--- src/rtl/seg_scanner.sv ---
// seg_scanner: time-multiplexed scan controller for a common-anode 7-segment display.
// Optional leading-zero blanking: SEG_SCANNER_LEADING_ZERO_BLANK_EN. Rev 1.0
`default_nettype none

module seg_scanner #(
  parameter int NUM_DIGITS   = 4,
  parameter int DIGIT_CYCLES = 12000,
  parameter int BLANK_CYCLES = 16
) (
  input  logic                    clk,
  input  logic                    rst_n,
  input  logic [4*NUM_DIGITS-1:0] value,
  input  logic                    load,
  output logic [3:0]              nibble,
  output logic [NUM_DIGITS-1:0]   digit_sel,
  output logic                    frame_done
);

  localparam int CNT_W = (DIGIT_CYCLES > 1) ? $clog2(DIGIT_CYCLES) : 1;
  localparam int IDX_W = (NUM_DIGITS > 1) ? $clog2(NUM_DIGITS) : 1;
  localparam logic [CNT_W-1:0] CNT_MAX   = CNT_W'(DIGIT_CYCLES - 1);
  localparam logic [CNT_W-1:0] BLANK_END = CNT_W'(BLANK_CYCLES);
  localparam logic [IDX_W-1:0] IDX_MAX   = IDX_W'(NUM_DIGITS - 1);

  logic [CNT_W-1:0]        cnt, cnt_n;
  logic [IDX_W-1:0]        idx, idx_n;
  logic [4*NUM_DIGITS-1:0] shadow, shadow_n;
  logic [4*NUM_DIGITS-1:0] active, active_n;
  logic                    pending, pending_n;
  logic                    cnt_wrap, frame_wrap;
  logic [NUM_DIGITS-1:0]   lit;
  logic [NUM_DIGITS-1:0]   sel_n;

  // Outputs are registered from the next-state values so they line up with cnt/idx.
  always_comb begin
    cnt_wrap   = (cnt == CNT_MAX);
    frame_wrap = cnt_wrap && (idx == IDX_MAX);
    cnt_n      = cnt_wrap ? '0 : cnt + CNT_W'(1);
    idx_n      = idx;
    if (cnt_wrap) begin
      idx_n = frame_wrap ? '0 : idx + IDX_W'(1);
    end

    shadow_n  = shadow;
    pending_n = pending;
    active_n  = active;
    if (load) begin
      shadow_n  = value;
      pending_n = 1'b1;
    end
    // A load on the frame boundary bypasses the shadow and lands in the new frame.
    if (frame_wrap) begin
      if (load) begin
        active_n  = value;
        pending_n = 1'b0;
      end else if (pending) begin
        active_n  = shadow;
        pending_n = 1'b0;
      end
    end
  end

`ifdef SEG_SCANNER_LEADING_ZERO_BLANK_EN
  logic seen_nz;

  always_comb begin
    lit     = '0;
    seen_nz = 1'b0;
    for (int i = NUM_DIGITS - 1; i >= 0; i--) begin
      seen_nz = seen_nz | (active_n[4*i +: 4] != 4'h0);
      lit[i]  = seen_nz | (i == 0);
    end
  end
`else
  assign lit = '1;
`endif

  always_comb begin
    sel_n = '1;
    if ((cnt_n >= BLANK_END) && lit[idx_n]) begin
      sel_n[idx_n] = 1'b0;
    end
  end

  always_ff @(posedge clk or negedge rst_n) begin
    if (!rst_n) begin
      cnt        <= '0;
      idx        <= '0;
      shadow     <= '0;
      active     <= '0;
      pending    <= 1'b0;
      nibble     <= 4'h0;
      digit_sel  <= '1;
      frame_done <= 1'b0;
    end else begin
      cnt        <= cnt_n;
      idx        <= idx_n;
      shadow     <= shadow_n;
      active     <= active_n;
      pending    <= pending_n;
      nibble     <= active_n[4*idx_n +: 4];
      digit_sel  <= sel_n;
      frame_done <= (idx_n == IDX_MAX) && (cnt_n == CNT_MAX);
    end
  end

endmodule

`default_nettype wire
--- config.mk ---
export PLATFORM = sky130hd
export DESIGN_NAME = seg_scanner
export DESIGN_NICKNAME = d
export VERILOG_FILES = /design/src/rtl/seg_scanner.sv
export SDC_FILE = /design/constraint.sdc
export NUM_CORES = 1
export LEC_CHECK = 0
export ABC_AREA = 1
export ABC_CLOCK_PERIOD_IN_PS = 3700
export BUFFER_PORTS_ARGS = -buffer_cell sky130_fd_sc_hd__buf_2
export CAP_MARGIN = 15
export CORE_MARGIN = 10
export CORE_UTILIZATION = 64
export DETAILED_ROUTE_END_ITERATION = 6
export GPL_TIMING_DRIVEN = 0
export PLACE_DENSITY = 0.84
export SLEW_MARGIN = 25
export SYNTH_ARGS = -nofsm -noshare
export SYNTH_HDL_FRONTEND = slang
export SYNTH_SLANG_ARGS = --single-unit
--- constraint.sdc ---
create_clock -name clk -period 3.7 [get_ports clk]
set_clock_uncertainty 0.15 [all_clocks]
set_input_delay 0.37 -clock clk [delete_from_list [all_inputs] [get_ports clk]]
set_output_delay 0.37 -clock clk [all_outputs]
set_load 0.01 [all_outputs]
==> results.sh <==
export IMPL_multi_input_area_um2=1309
export IMPL_syn_to_final_growth_pct=16.06
export IMPL_hold_start="value[2]"
export IMPL_p_switching_mw=0.3147
export IMPL_reg2reg_depth=13
export IMPL_maxClockFrequency_mhz=487.2
export IMPL_syn_avg_cell_area_um2=7.194
export IMPL_critPathLaunchType="flop"
export IMPL_grt_pass1_vias=2729
export IMPL_synth_simple_area_share_pct=31.15
export IMPL_timing_rr_start="cnt[0]"
export IMPL_cts_buffers=9
export IMPL_synthAdderAreaFrac_pct=1.211
export IMPL_ctsLongestPathBuffers=2
export IMPL_status="complete, no violations"
export IMPL_synth_compound_area_share_pct=9.564
export IMPL_setup_violations=0
export IMPL_slew_viol_final=0
export IMPL_r2r_slack_ns=1.65
export IMPL_layout_nets=492
export IMPL_h_tree_depth=3
export IMPL_core_um2=4723
export IMPL_hold_viol_final=0
export IMPL_tritoncts="yes"
export IMPL_tns_ns=0
export IMPL_start_util_pct=65.64
export IMPL_critPathRequiredTime_ns=3.83
export IMPL_r2r_end="nibble[2]"
export IMPL_power_density_nw_per_um2=424.0
export IMPL_max_slew_margin_pct=52.59
export IMPL_p_comb_share_pct=5.0
export IMPL_yosys_area_share_xor_xnor_pct=0.2825
export IMPL_clkPwrFrac_pct=51.8
export IMPL_p_sw_share_pct=20.63
export IMPL_synth_seq_area_share_pct=46.97
export IMPL_io_pin_count=28
export IMPL_hold_end="shadow[2]"
export IMPL_worstMarginPinSlew_ns=0.7111
export IMPL_portBuffers=27
export IMPL_clk_latency_ns=0.34
export IMPL_layout_drive_gt1_share_pct=14.74
export IMPL_worst_setup_path_end_kind="flop"
export IMPL_syn_inst=431
export IMPL_clkTransAtPathRegs_ns=0.07
export IMPL_synthTopCellsByArea="dfrtp_1 (44%), nand2_1 (20%), inv_1 (7.6%)"
export IMPL_ys_warn_count=0
export IMPL_place_detailed_hpwl_mm=5.205
export IMPL_peakVddDrop_uv=371.5
export IMPL_place_area_um2=3322
export IMPL_die_h_um=89.60
export IMPL_drt_pass1_iterations=4
export IMPL_cts_root_buf="clkbuf_8"
export IMPL_routed_wirelength_mm=7.107
export IMPL_yosys_mux_area_fraction_pct=0
export IMPL_syn_nets=453
export IMPL_p_leak_nw=2.039
export IMPL_synth_top_area_share_pct=43.58
export IMPL_place_congestion=0.9004
export IMPL_hold_path_class="primary input to flop"
export IMPL_grt_pass1_wl_mm=12.27
export IMPL_timing_hold_ws_ns=0.08956
export IMPL_finalInstanceArea_um2=3598
export IMPL_grt_remaining_overflow=0
export IMPL_vias=2726
export IMPL_die_w_um=89.60
export IMPL_drv_cap=0
export IMPL_drc=0
export IMPL_fp_dieArea_um2=8028
export IMPL_synth_top_area_cell="dfrtp_1"
export IMPL_most_common_layout_cells="nand2_1 (162), inv_1 (63), dfrtp_1 (54), o21ai_0 (45), buf_2 (33)"
export IMPL_grt_max_degree=59
export IMPL_setup_ws_ns=1.647
export IMPL_synth_cell_area_um2=3100
export IMPL_crit_path_max_fanout=10
export IMPL_post_cts_resize_count=0
export IMPL_drt_iter0_drc=111
export IMPL_fin_crit_sh_pct=55.48
export IMPL_via_per_inst=5.030
export IMPL_track_usage_pct=19.87
export IMPL_antenna_found_initial=0
export IMPL_clock_sinks=58
export IMPL_synth_top_family_by_area="simple AND/OR/NAND/NOR gates"
export IMPL_synth_seq_cells=58
export IMPL_n_fill_cell=369
export IMPL_seq_power_share_pct=43.2
export IMPL_antenna_left=0
export IMPL_wl_per_cell_um=13.11
export IMPL_ys_types=26
export IMPL_hold_depth=3
export IMPL_diodes=0
export IMPL_final_common_cell="nand2_1"
export IMPL_regArea_um2=1456
export IMPL_preCtsSetupSlack_ns=1.673
export IMPL_intPower_mw=1.211
export IMPL_grt_setup_unrepaired="false"
export IMPL_period_minus_slack_ns=2.053
export IMPL_worstSetupPathType="flop to flop"
export IMPL_arrival_ns=2.18
export IMPL_num_rows=25
[stage by stage]
| step | utilization [%] | instances | power (mW) |
|---|---|---|---|
| 2_1_floorplan | - | 431 | 0.7104 |
| 3_3_place_gp | 70.28 | 525 | 0.7417 |
| 3_5_place_dp | 70.33 | 525 | 0.7457 |
| 4_1_cts | 76.19 | 542 | 1.534 |
| 5_1_grt | 76.19 | 542 | 1.575 |
| 6_report | 76.19 | 542 | 1.526 |
[worst max-delay path by stage]
stage                start           end  slack, ns  depth (start not counted)
global placement    cnt[0]  digit_sel[2]       1.69                         11
detailed placement  cnt[1]  digit_sel[0]       1.67                         11
global route        cnt[0]     nibble[2]       1.43                         13
CTS                 cnt[0]  digit_sel[0]       1.62                         11
finish              cnt[0]     nibble[2]       1.65                         13
floorplan           cnt[0]     nibble[1]       1.96                         13
[metal layers]
layer / up-vias / global-route usage, % / part of all wire [%]
li1: 1406 / - / -
met1: 1234 / 22.13 / 42
met2: 60 / 34.10 / 49
met3: 26 / 3.610 / 4.4
met4: 0 / 13.01 / 3.9
met5: - / 0 / 0
[flip-flops by register name, summed over array words and instances, names as in the netlist]
register	flops
active	16
cnt	14
digit_sel	4
frame_done	1
idx	2
nibble	4
pending	1
shadow	16
[cell usage after synthesis]
cell and instances:
buf_4 2, nor2_1 29, nand4_1 4, nand3_2 2, buf_8 1, o21ai_2 3, buf_6 1, or2_2 1
o21ai_0 45, buf_2 7, nand2_2 2, nor2_4 1, nor2_2 2, xor2_1 1, clkbuf_1 5, nand3_1 30
nand2_4 1, a21oi_1 2, dfstp_2 4, ha_1 3, dfrtp_1 54, o21ai_1 1, a21boi_0 4, nand2_1 162
inv_2 1, inv_1 63
[cells by family after synthesis]
group / count (synthesis)
buffers and inverters: 80
AND/OR/NAND/NOR: 234
XOR/XNOR: 1
adder cells (fa/ha/maj): 3
AO/OA/AOI/OAI: 55
flip-flops: 58
[power groups by stage]
stage / sequential (mW) / combinational (mW) / clock (mW)
2_1_floorplan: 0.668 / 0.0429 / 0
3_3_place_gp: 0.670 / 0.0720 / 0
3_5_place_dp: 0.670 / 0.0753 / 0
4_1_cts: 0.659 / 0.0771 / 0.798
5_1_grt: 0.661 / 0.0892 / 0.825
6_report: 0.659 / 0.0762 / 0.790
[area by class of cell]
cell class	instances	area share, %
Sequential cell	58	40.47
Inverter	64	6.676
Tap cell	67	2.330
Clock inverter	5	3.477
Multi-Input combinational cell	293	36.37
Clock buffer	11	3.929
Timing Repair Buffer	28	4.103
Buffer	16	2.643
[timing repair]
action / in CTS / in global routing
buffers inserted: 0 / 0
hold buffers: 1 / 0
endpoints found under the setup margin: 0 / 0
hold endpoints to repair: 54 / 0
[critical path, stage by stage (launching register included)]
cell	delay (ns)
dfrtp_1	0.41
ha_1	0.23
nand2_2	0.11
inv_1	0.06
nand2_1	0.12
nor2_2	0.06
nand2_2	0.14
nand2_1	0.08
nand2_1	0.12
buf_2	0.23
nand2_1	0.08
nand2_1	0.08
nand2_1	0.05
nand2_1	0.06
Power figures use the tool's default switching activity.
